===== config.mk =====
export PLATFORM = sky130hd
export DESIGN_NAME = bar_height_gen
export DESIGN_NICKNAME = d
export VERILOG_FILES = /design/src/rtl/bar_pkg.sv /design/src/rtl/bar_cell.sv /design/src/rtl/bar_height_gen.sv
export SDC_FILE = /design/constraint.sdc
export NUM_CORES = 1
export LEC_CHECK = 0
export CORE_UTILIZATION = 45
export DETAILED_ROUTE_END_ITERATION = 8
export DONT_BUFFER_PORTS = 1
export PLACE_DENSITY_LB_ADDON = 0.25
export RECOVER_POWER = 50
export SETUP_SLACK_MARGIN = 0.15
export SYNTH_ARGS = -nofsm -noshare
export SYNTH_HDL_FRONTEND = slang
export SYNTH_SLANG_ARGS = --single-unit

===== constraint.sdc =====
create_clock -name Clk -period 5.5 [get_ports Clk]
set_clock_uncertainty 0.15 [all_clocks]
set_input_delay 0.275 -clock Clk [delete_from_list [all_inputs] [get_ports Clk]]
set_output_delay 0.275 -clock Clk [all_outputs]
set_load 0.1 [all_outputs]

===== src/rtl/bar_pkg.sv =====
// rtl/bar_pkg.sv - shared bar-graph constants, state enum and height saturation helper
package bar_pkg;

    localparam int SCREEN_H  = 480;
    localparam int H_W       = 10;
    localparam int NUM_BARS  = 10;
    localparam int BAR_WIDTH = 53;
    localparam int BAR_GAP   = 10;

    typedef enum logic {
        ACCUM  = 1'b0,
        COMMIT = 1'b1
    } state_t;

    // Clamp a scaled magnitude to the height limit; lim must fit in H_W bits.
    function automatic logic [H_W-1:0] sat_height(input logic [31:0] v, input logic [31:0] lim);
        if (v > lim) begin
            return lim[H_W-1:0];
        end
        return v[H_W-1:0];
    endfunction

endpackage


===== src/rtl/bar_cell.sv =====
// rtl/bar_cell.sv - one bar: committed target, attack/decay height and BarY register
module bar_cell
    import bar_pkg::*;
#(
    parameter int DECAY_STEP = 4
) (
    input  logic           clk,
    input  logic           rst_n,
    input  logic           commit,
    input  logic [H_W-1:0] new_target,
    input  logic           frame_clk,
    output logic [H_W-1:0] bar_y
);

    localparam logic [H_W-1:0] STEP   = H_W'(DECAY_STEP);
    localparam logic [H_W-1:0] TOP_Y  = H_W'(SCREEN_H);

    logic [H_W-1:0] target;
    logic [H_W-1:0] h;
    logic [H_W-1:0] next_h;
    logic [H_W-1:0] decayed;

    // Instant attack to a higher target, otherwise fall by STEP but never below target or zero.
    always_comb begin
        decayed = '0;
        next_h  = target;
        if (target <= h) begin
            decayed = (h >= STEP) ? (h - STEP) : '0;
            next_h  = (decayed > target) ? decayed : target;
        end
    end

    // Target register persists until the next spectrum commits.
    always_ff @(posedge clk or negedge rst_n) begin
        if (!rst_n) begin
            target <= '0;
        end else if (commit) begin
            target <= new_target;
        end
    end

    // Height and its screen row move only on the frame pulse, so a same-cycle commit is seen next frame.
    always_ff @(posedge clk or negedge rst_n) begin
        if (!rst_n) begin
            h     <= '0;
            bar_y <= TOP_Y;
        end else if (frame_clk) begin
            h     <= next_h;
            bar_y <= TOP_Y - next_h;
        end
    end

endmodule


===== src/rtl/bar_height_gen.sv =====
// rtl/bar_height_gen.sv - folds an FFT magnitude stream into smoothed per-bar top rows
module bar_height_gen
    import bar_pkg::*;
#(
    parameter int NUM_BARS     = bar_pkg::NUM_BARS,
    parameter int BINS_PER_BAR = 4,
    parameter int MAG_W        = 16,
    parameter int SHIFT        = 6,
    parameter int MAX_H        = 470,
    parameter int DECAY_STEP   = 4
) (
    input  logic                    Clk,
    input  logic                    Reset_n,
    input  logic                    Mag_valid,
    input  logic [MAG_W-1:0]        Mag_data,
    input  logic                    Mag_last,
    output logic                    Mag_ready,
    input  logic                    Frame_clk,
    output logic [NUM_BARS*H_W-1:0] BarY,
    output logic                    Frame_done
);

    localparam int BIN_W = (BINS_PER_BAR > 1) ? $clog2(BINS_PER_BAR) : 1;
    localparam int IDX_W = $clog2(NUM_BARS + 1);
    localparam logic [BIN_W-1:0] BIN_LAST = BIN_W'(BINS_PER_BAR - 1);
    localparam logic [IDX_W-1:0] IDX_OVF  = IDX_W'(NUM_BARS);

    state_t              state;
    logic [BIN_W-1:0]    bin_cnt;
    logic [IDX_W-1:0]    bar_idx;
    logic [MAG_W-1:0]    work [NUM_BARS];
    logic [NUM_BARS-1:0] touched;
    logic                xfer;
    logic                commit;

    assign xfer   = Mag_valid && Mag_ready;
    assign commit = (state == COMMIT);

    // Sequencer: walk bins and bars in ACCUM, spend one non-ready cycle in COMMIT after the last sample.
    always_ff @(posedge Clk or negedge Reset_n) begin
        if (!Reset_n) begin
            state     <= ACCUM;
            Mag_ready <= 1'b1;
            bin_cnt   <= '0;
            bar_idx   <= '0;
        end else begin
            case (state)
                ACCUM: begin
                    if (xfer) begin
                        if (Mag_last) begin
                            state     <= COMMIT;
                            Mag_ready <= 1'b0;
                        end else if (bar_idx != IDX_OVF) begin
                            if (bin_cnt == BIN_LAST) begin
                                bin_cnt <= '0;
                                bar_idx <= bar_idx + 1'b1;
                            end else begin
                                bin_cnt <= bin_cnt + 1'b1;
                            end
                        end
                    end
                end
                COMMIT: begin
                    state     <= ACCUM;
                    Mag_ready <= 1'b1;
                    bin_cnt   <= '0;
                    bar_idx   <= '0;
                end
                default: begin
                    state     <= ACCUM;
                    Mag_ready <= 1'b1;
                end
            endcase
        end
    end

    // Running peak per bar; the first bin of a bar overwrites whatever the previous spectrum left.
    always_ff @(posedge Clk or negedge Reset_n) begin
        if (!Reset_n) begin
            for (int i = 0; i < NUM_BARS; i++) begin
                work[i] <= '0;
            end
            touched <= '0;
        end else if (commit) begin
            touched <= '0;
        end else if (xfer && (bar_idx != IDX_OVF)) begin
            for (int i = 0; i < NUM_BARS; i++) begin
                if (bar_idx == IDX_W'(i)) begin
                    if ((bin_cnt == '0) || (Mag_data > work[i])) begin
                        work[i] <= Mag_data;
                    end
                    touched[i] <= 1'b1;
                end
            end
        end
    end

    // Frame_done marks the cycle the bar cells present their new rows.
    always_ff @(posedge Clk or negedge Reset_n) begin
        if (!Reset_n) begin
            Frame_done <= 1'b0;
        end else begin
            Frame_done <= Frame_clk;
        end
    end

    for (genvar g = 0; g < NUM_BARS; g++) begin : g_bar
        logic [H_W-1:0] new_target;

        assign new_target = touched[g] ? sat_height(32'(work[g] >> SHIFT), 32'(MAX_H)) : '0;

        bar_cell #(
            .DECAY_STEP(DECAY_STEP)
        ) u_cell (
            .clk        (Clk),
            .rst_n      (Reset_n),
            .commit     (commit),
            .new_target (new_target),
            .frame_clk  (Frame_clk),
            .bar_y      (BarY[g*H_W +: H_W])
        );
    end

endmodule

==> summary.txt, run 1 <==
Synth
  – Average footprint of a synthesized cell: roughly 8.9 um^2
  – Synth area leaders: dfrtp_1 33%, ha_1 15%, mux2_2 6.2%
  – Synth async-reset ratio: 1.00
  – Post-synth top area cell: dfrtp_1
  – Ys Warns: 0
  – Seq/Total Area, Yosys: 0.359
  – Post-Syn Area: 0.0328 mm^2
  – Unique masters post-synth: 78
  – Number of synthesized flops with an enable pin: 0
  – Post-Synthesis Cells: approximately 3700
  – Dominant synthesized flop cell: dfrtp_1
  – Yosys reg bits: between 400 and 500
  – Synthesized Nets: 4084
  – Yosys top cell area share: 0.327

Drt
  – DRT antenna net count: 0
  – Initial DRC Count: 1951
  – Residual DRC: 0
  – Final WL: 88900 um
  – Post-DR vias/cell: 5.66
  – WL per Instance: 19.0 um
  – DR pass1 iterations: 6
  – Vias: 26500

Critical path
  – Worst reg-to-reg path cell count: 21
  – Worst Path Buf+Inv: 6
  – Critical Path Source Type: flip-flop
  – Crit-path cells: inv_1 -> ha_1 -> inv_1 -> a2111oi_2 -> buf_4 -> nor2_1 -> ha_1 -> a21o_1 -> a21o_1 -> a2111oi_4 -> a211oi_4 -> buf_12 -> buf_4 -> a31oi_1 -> ha_2 -> nand3_1 -> o21ai_0 -> o21ai_0 -> mux2_2 -> a21oi_1 -> dlygate4sd3_1
  – CP arrival: between 5 and 6 ns
  – Slowest CP cell: dlygate4sd3_1
  – CP Class: reg2reg
  – Worst Path Max Fanout: 11
  – Critical Path Max Stage Delay: 0.56 ns
  – Reg-to-reg startpoint: g_bar[5].u_cell.h[2]
  – Endpoint type of the worst setup path: flip-flop
  – Critical Path RT: 5.90 ns
  – Reg-to-reg endpoint: g_bar[5].u_cell.bar_y[4]
  – Reg2reg setup slack: 0.38 ns
  – Cell family with most CP delay: compound AO/OA/AOI/OAI gates
  – Worst Setup EP: g_bar[5].u_cell.bar_y[4]
  – Worst path depth: 21
  – CP startpoint: g_bar[5].u_cell.h[2]

Clock tree
  – # clock sinks: 469
  – Root Buffer: clkbuf_16
  – Clock transition at path regs: 0.06 ns
  – Clk_lat worst skew: about 0.61 ns
  – Max clock buf depth: 3
  – CTS tree: done
  – Total number of H-tree levels: 2
  – Cts hold-fix bufs: 46
  – Total CTS buffers: 56

Power
  – Worst VDD drop: 0.000555 V
  – Tot Pwr: 24.8 mW
  – LEAKAGE: 16.4 nW
  – Power Density: 682 mW/mm^2

Global routing
  – Vias in the first global route: 24800
  – Total grt overflow: 0
  – GRT Util Overall: 0.238
  – Largest net degree at the start of global routing: 470
  – Initial antenna violation count: 1
  – First-pass GRT wire length: 141000 um

Die
  – Die Wd: 272 um
  – # IOs: 123
  – Core area: 0.0719 mm^2
  – Row count: 98
  – Die Y: 272 um
  – Initial Utilization: 0.456
  – Die ar.: ~0.074 mm^2

Timing
  – Worst rel slew slack: -1.15
  – Fin Setup TNS: 0 ns
  – Minimum clock period: 5.12 ns
  – Unrepaired setup endpoints after global routing: false
  – Hold WS: -0.775 ns
  – Fmax: 195 MHz
  – Final Max Slew Viols: 478
  – Final hold vios: roughly 440
  – Tcrit/Tclk final: 0.932
  – Worst slew pin tran: 3.23 ns
  – Final setup viols: 0

Final layout
  – # nets final: 4101
  – Fill count: 6737
  – Post-layout util: 0.505
  – Area grow syn2layout: 10.7%
  – Share of cells above drive strength 1: 0.109
  – Post-route cell area: 0.0363 mm^2

Flow run
  – MaxCap Viol Count: 2

Placed design
  – Area after DPL: between 0.03 and 0.04 mm^2
  – Gpl congestion: 0.911
  – # port buffers: 0
  – HPWL Detailed: 58400 um

Status
  – Failing checks: negative hold slack, max-capacitance violations, max-slew violations
  – Status: finished with violations

Hold path
  – Classification of the worst-slack hold path: in2async
[flip-flops by register name, indices dropped and copies added (netlist names)]
signal	flops
bar_idx	4
commit	1
Frame_done	1
Mag_ready	1
touched	10
bin_cnt	2
g_bar.u_cell.target	100
work	160
g_bar.u_cell.bar_y	92
g_bar.u_cell.h	98
[worst min path at each step]
stage,start,end
after floorplan,Reset_n,Frame_done
after global placement,Reset_n,g_bar[0].u_cell.h[6]
after detailed placement,Reset_n,g_bar[0].u_cell.h[5]
after CTS,Reset_n,g_bar[0].u_cell.h[5]
after global routing,Reset_n,g_bar[0].u_cell.target[9]
final,Reset_n,g_bar[0].u_cell.target[9]
[cells in the final DEF (no fill, tap or decap), drive strengths merged, types with 11 or more instances in the layout]
cell type	synthesis	layout
a2111oi	13	13
a211oi	30	30
a21o	72	72
a21oi	345	345
a31oi	31	31
a41o	12	12
and3	24	24
buf	47	53
clkbuf	103	97
dfrtp	428	428
dfstp	41	41
dlygate4sd3	0	45
ha	396	396
inv	398	398
mux2	191	191
mux2i	43	43
nand2	199	199
nand2b	30	30
nand3	98	98
nand4	79	79
nor2	377	377
nor2b	20	20
nor3	60	60
nor4	16	16
o211ai	78	78
o21a	11	11
o21ai	212	212
o22ai	33	33
or3	20	20
xnor2	118	118
xor2	40	40
[cells by family (layout without fill, tap and decap cells)]
family                     after synthesis  after routing  share of synthesized area
AOI/OAI and AO/OA                      891            891                      0.165
xor gates and xnor gates               158            158                     0.0422
adders and majority gates              396            396                      0.151
buffers and inverters                  548            610                     0.0653
DFF                                    469            469                      0.359
muxes                                  234            234                     0.0798
other                                    0              2                          0
and+or+nand+nor                        971            971                      0.137
[report_power, final]
group          internal (mW)  switching, mW  total, mW  leakage (nW)
clock                   2.34           1.52       3.86         0.929
sequential              4.62           3.51       8.14          5.90
combinational           5.43           7.35       12.8          9.54
total                   12.4           12.4       24.8          16.4
[worst register-to-register path, stage by stage (launching register included)]
cell and delay [ns]:
dfrtp_1 0.47, inv_1 0.13, ha_1 0.27, inv_1 0.08, a2111oi_2 0.38, buf_4 0.22
nor2_1 0.07, ha_1 0.30, a21o_1 0.17, a21o_1 0.21, a2111oi_4 0.40, a211oi_4 0.07
buf_12 0.15, buf_4 0.14, a31oi_1 0.28, ha_2 0.31, nand3_1 0.09, o21ai_0 0.08
o21ai_0 0.11, mux2_2 0.29, a21oi_1 0.14, dlygate4sd3_1 0.56
[cells in the mapped netlist (32+ instances only)]
| cell type | count |
|---|---|
| dfrtp_1 | 428 |
| o22ai_1 | 32 |
| o21ai_0 | 206 |
| nor2_1 | 377 |
| nor3_1 | 60 |
| xor2_1 | 40 |
| a21o_1 | 72 |
| mux2_2 | 181 |
| dfstp_2 | 41 |
| clkbuf_1 | 103 |
| mux2i_1 | 43 |
| xnor2_1 | 118 |
| nand4_1 | 79 |
| a21oi_1 | 343 |
| o211ai_1 | 78 |
| nand2_1 | 199 |
| nand3_1 | 98 |
| inv_1 | 397 |
| ha_1 | 396 |
[metrics by stage]
stage / hold slack [ns] / cells / setup slack [ns]
final: -0.775 / 4681 / 0.376
after global routing: -0.797 / 4679 / 0.121
after CTS: -0.807 / 4666 / 0.195
after floorplan: -0.171 / 3667 / 0.662
after global placement: -0.153 / 4517 / 0.542
after detailed placement: -0.153 / 4517 / 0.464
[routing by layer]
| layer | vias to the layer above | GRT usage | share of wire |
|---|---|---|---|
| met2 | 638 | 0.351 | 0.42 |
| li1 | 12900 | - | - |
| met4 | 0 | 0.0603 | 0.022 |
| met3 | 115 | 0.0403 | 0.059 |
| met5 | - | 0 | 0 |
| met1 | 12800 | 0.358 | 0.50 |
[final cells by class]
type | count | area, um^2 | share of cell area
well taps | 950 | 1190 | 0.0327
diodes | 2 | 5.00 | 0.000138
multi-input cells | 2650 | 19000 | 0.524
clock inverters | 17 | 244 | 0.00672
flip-flops and latches | 469 | 11800 | 0.325
inverters | 398 | 1490 | 0.0411
clock buffers | 86 | 1660 | 0.0456
repair buffers | 109 | 913 | 0.0252
[what timing repair did]
action                     in CTS  in global routing
setup endpoints to repair       0                 13
hold endpoints to repair      828                469
resized for setup               0                 20
setup buffers                   0                 13
No activity file was read; power rests on OpenSTA's default activity.
==> run 2, diff against run 1 <==
--- a/config.mk
+++ b/config.mk
@@ -13,4 +13,5 @@
 export SETUP_SLACK_MARGIN = 0.15
 export SYNTH_ARGS = -nofsm -noshare
 export SYNTH_HDL_FRONTEND = slang
+export SYNTH_HIERARCHICAL = 1
 export SYNTH_SLANG_ARGS = --single-unit
==> summary.txt, run 2 <==
Drt
  – Final WL: ~94000 um
  – DR pass1 iterations: 6
  – Residual DRC: 0
  – Post-DR vias/cell: ~5.6
  – Initial DRC Count: 1939
  – WL per Instance: 18.8 um
  – Vias: 28300
  – DRT antenna net count: 0

Synth
  – Yosys reg bits: about 470
  – Dominant synthesized flop cell: dfrtp_1
  – Post-synth top area cell: dfrtp_1
  – Post-Synthesis Cells: 3928
  – Cell with the most instances after synthesis: dfrtp_1
  – Unique masters post-synth: 80
  – Seq/Total Area, Yosys: 0.339
  – Ys Warns: 6
  – Post-Syn Area: 0.0348 mm^2
  – Average footprint of a synthesized cell: 8.86 um^2
  – List of most frequent post-synthesis cells: 428 x dfrtp_1, 412 x nand2_1, 396 x ha_1
  – Synth async-reset ratio: 1.00
  – Number of synthesized flops with an enable pin: 0
  – Synth area leaders: dfrtp_1 31%, ha_1 14%, nand2_1 4.4%
  – Yosys top cell area share: 0.308

Critical path
  – Slowest CP cell: a211oi_4
  – Critical Path RT: 5.87 ns
  – Worst Path Max Fanout: 17
  – CP arrival: 5.43 ns
  – Critical Path Source Type: flip-flop
  – Crit path top cell by count: ha_1
  – Endpoint type of the worst setup path: flip-flop
  – CP Class: reg2reg
  – Crit-path cells: inv_1 -> ha_1 -> or4b_4 -> nor4_4 -> buf_4 -> nor2_1 -> ha_1 -> nand4_1 -> a211oi_1 -> a2111oi_2 -> a211oi_4 -> nor2_1 -> a21oi_1 -> ha_1 -> nand3_1 -> nand2b_1 -> xnor2_1 -> o21ai_0 -> o22ai_1
  – Critical Path Max Stage Delay: 0.63 ns
  – Cell family with most CP delay: compound AO/OA/AOI/OAI gates
  – Worst Path Buf+Inv: 2

Timing
  – Fin Setup TNS: 0 ns
  – Worst rel slew slack: -0.397
  – Final hold vios: 448
  – Tcrit/Tclk final: 0.920
  – Final Max Slew Viols: 464
  – Final setup viols: 0
  – Unrepaired setup endpoints after global routing: true
  – Worst slew pin tran: 2.10 ns
  – Minimum clock period: ~5.1 ns
  – Fmax: 198 MHz
  – Final WS setup: between 0.4 and 0.5 ns
  – Hold WS: -0.790 ns

Die
  – Die Wd: between 200 and 300 um
  – Die Y: 280 um
  – # IOs: 123
  – Core area: around 0.076 mm^2
  – Row count: 101
  – Die ar.: 0.0785 mm^2
  – Initial Utilization: 0.457

Status
  – Failing checks: negative hold slack, max-capacitance violations, max-slew violations
  – Status: finished with violations

Clock tree
  – Cts hold-fix bufs: 49
  – Max clock buf depth: 3
  – Total CTS buffers: between 50 and 60
  – Clk_lat worst skew: 0.64 ns
  – # clock sinks: 469
  – Root Buffer: clkbuf_16
  – Clock transition at path regs: roughly 0.06 ns
  – CTS tree: done
  – Total number of H-tree levels: 2

Global routing
  – Global routing's busiest layer: met2
  – Met3 Resource Use GR: 0.0351
  – Met2 Use GR: 0.390
  – Vias in the first global route: 27600
  – Initial antenna violation count: 2
  – GRT Util Overall: 0.242
  – Total grt overflow: 0
  – Met1 usage: 0.336
  – Largest net degree at the start of global routing: between 400 and 500
  – First-pass GRT wire length: ~150000 um

Final layout
  – Top reg by flops: work
  – Max FFs per register: 160
  – Share of cells above drive strength 1: 0.0917
  – Biggest regs: work: 160 flops, g_bar.u_cell/bar_y: 100 flops, g_bar.u_cell/target: 100 flops
  – Commonest non-fill, non-tap cell in the layout: dfrtp_1
  – Area grow syn2layout: 9.59%
  – # nets final: 4361
  – Post-layout util: 0.501
  – Commonest non-fill, non-tap cells in the layout: 427 x dfrtp_1, 412 x nand2_1, 393 x inv_1, 393 x ha_1, 287 x o21ai_0

Placed design
  – # port buffers: 0
  – DP Worst Slack: 0.196 ns
  – HPWL Detailed: just over 60000 um
  – Gpl congestion: 0.912

Power
  – Power Density: 648 mW/mm^2
  – Worst VDD drop: between 0.0006 and 0.0007 V
  – Tot Pwr: 24.7 mW
  – LEAKAGE: 17.1 nW

Hold path
  – Classification of the worst-slack hold path: in2async

Flow run
  – MaxCap Viol Count: 2
==> run 2: cell types whose count changed after synthesis, sizes merged, moves of 29 or more <==
cell and change:
mux2i +82, o211ai -48, a21oi -103, nor2 -124
o21ai +116, buf +29, mux2 -88, nor4 +38
a31oi +33, nand2 +213, a21o -53
==> run 2: what timing repair did <==
item	CTS	global route
endpoints found under the setup margin	0	16
buffers inserted	0	20
gates resized for setup	0	17
endpoints found under the hold margin	824	469
==> run 2: final cells by class <==
class | count | area (um^2)
Multi-Input combinational cell | 2899 | 20700
Antenna cell | 2 | 5.00
Clock inverter | 13 | 129
Timing Repair Buffer | 113 | 951
Fill cell | 7141 | 38100
Tap cell | 1030 | 1290
Sequential cell | 469 | 11800
Inverter | 403 | 1510
Clock buffer | 94 | 1730
==> run 2: worst register-to-register path: stages (launching register included) <==
cell and delay (ns):
dfrtp_1 0.48, inv_1 0.12, ha_1 0.19, or4b_4 0.52, nor4_4 0.36, buf_4 0.23, nor2_1 0.09, ha_1 0.30
nand4_1 0.11, a211oi_1 0.31, a2111oi_2 0.13, a211oi_4 0.63, nor2_1 0.08, a21oi_1 0.16, ha_1 0.37, nand3_1 0.19
nand2b_1 0.13, xnor2_1 0.11, o21ai_0 0.09, o22ai_1 0.20
==> run 2: logic make-up after synthesis <==
| family | share of synthesized area |
|---|---|
| adders and majority gates | 0.142 |
| other | 0.000108 |
| and+or+nand+nor | 0.181 |
| DFF | 0.339 |
| AOI/OAI and AO/OA | 0.164 |
| buffers and inverters | 0.0688 |
| muxes | 0.0693 |
| xor gates and xnor gates | 0.0355 |
==> run 2: report_power, final <==
part	total [mW]	leakage, nW	switching, mW	internal, mW
Sequential	7.64	5.82	3.14	4.49
Combinational	13.3	10.4	7.70	5.60
Clock	3.79	0.897	1.57	2.22
==> run 2: final timing paths <==
| path | start | endpoint | slack [ns] | depth (start not counted) |
|---|---|---|---|---|
| max | g_bar[9].u_cell/h[2] | g_bar[9].u_cell/bar_y[8] | 0.44 | 19 |
| min in group Clk | Frame_clk | g_bar[7].u_cell/h[9] | -0.01 | 2 |
| max reg2reg | g_bar[9].u_cell/h[2] | g_bar[9].u_cell/bar_y[8] | 0.44 | 19 |
| max in group asynchronous | Reset_n | g_bar[1].u_cell/bar_y[4] | 4.57 | 0 |
| min | Reset_n | g_bar[3].u_cell/bar_y[3] | -0.79 | 0 |
| min reg2reg | work[89] | work[89] | 0.33 | 1 |
==> run 2: metal layers <==
| metal | vias up | part of all wire |
|---|---|---|
| met5 | - | 0 |
| met4 | 0 | 0.026 |
| met3 | 155 | 0.049 |
| met2 | 626 | 0.46 |
| met1 | 13500 | 0.47 |
| li1 | 14000 | - |
==> run 2: stage by stage <==
| step | cell area (um^2) | cells |
|---|---|---|
| global route | 38100 | 5022 |
| floorplan | 34800 | 3937 |
| global placement | 35600 | 4845 |
| detailed placement | 35600 | 4845 |
| CTS | 37900 | 5001 |
| finish | 38100 | 5023 |
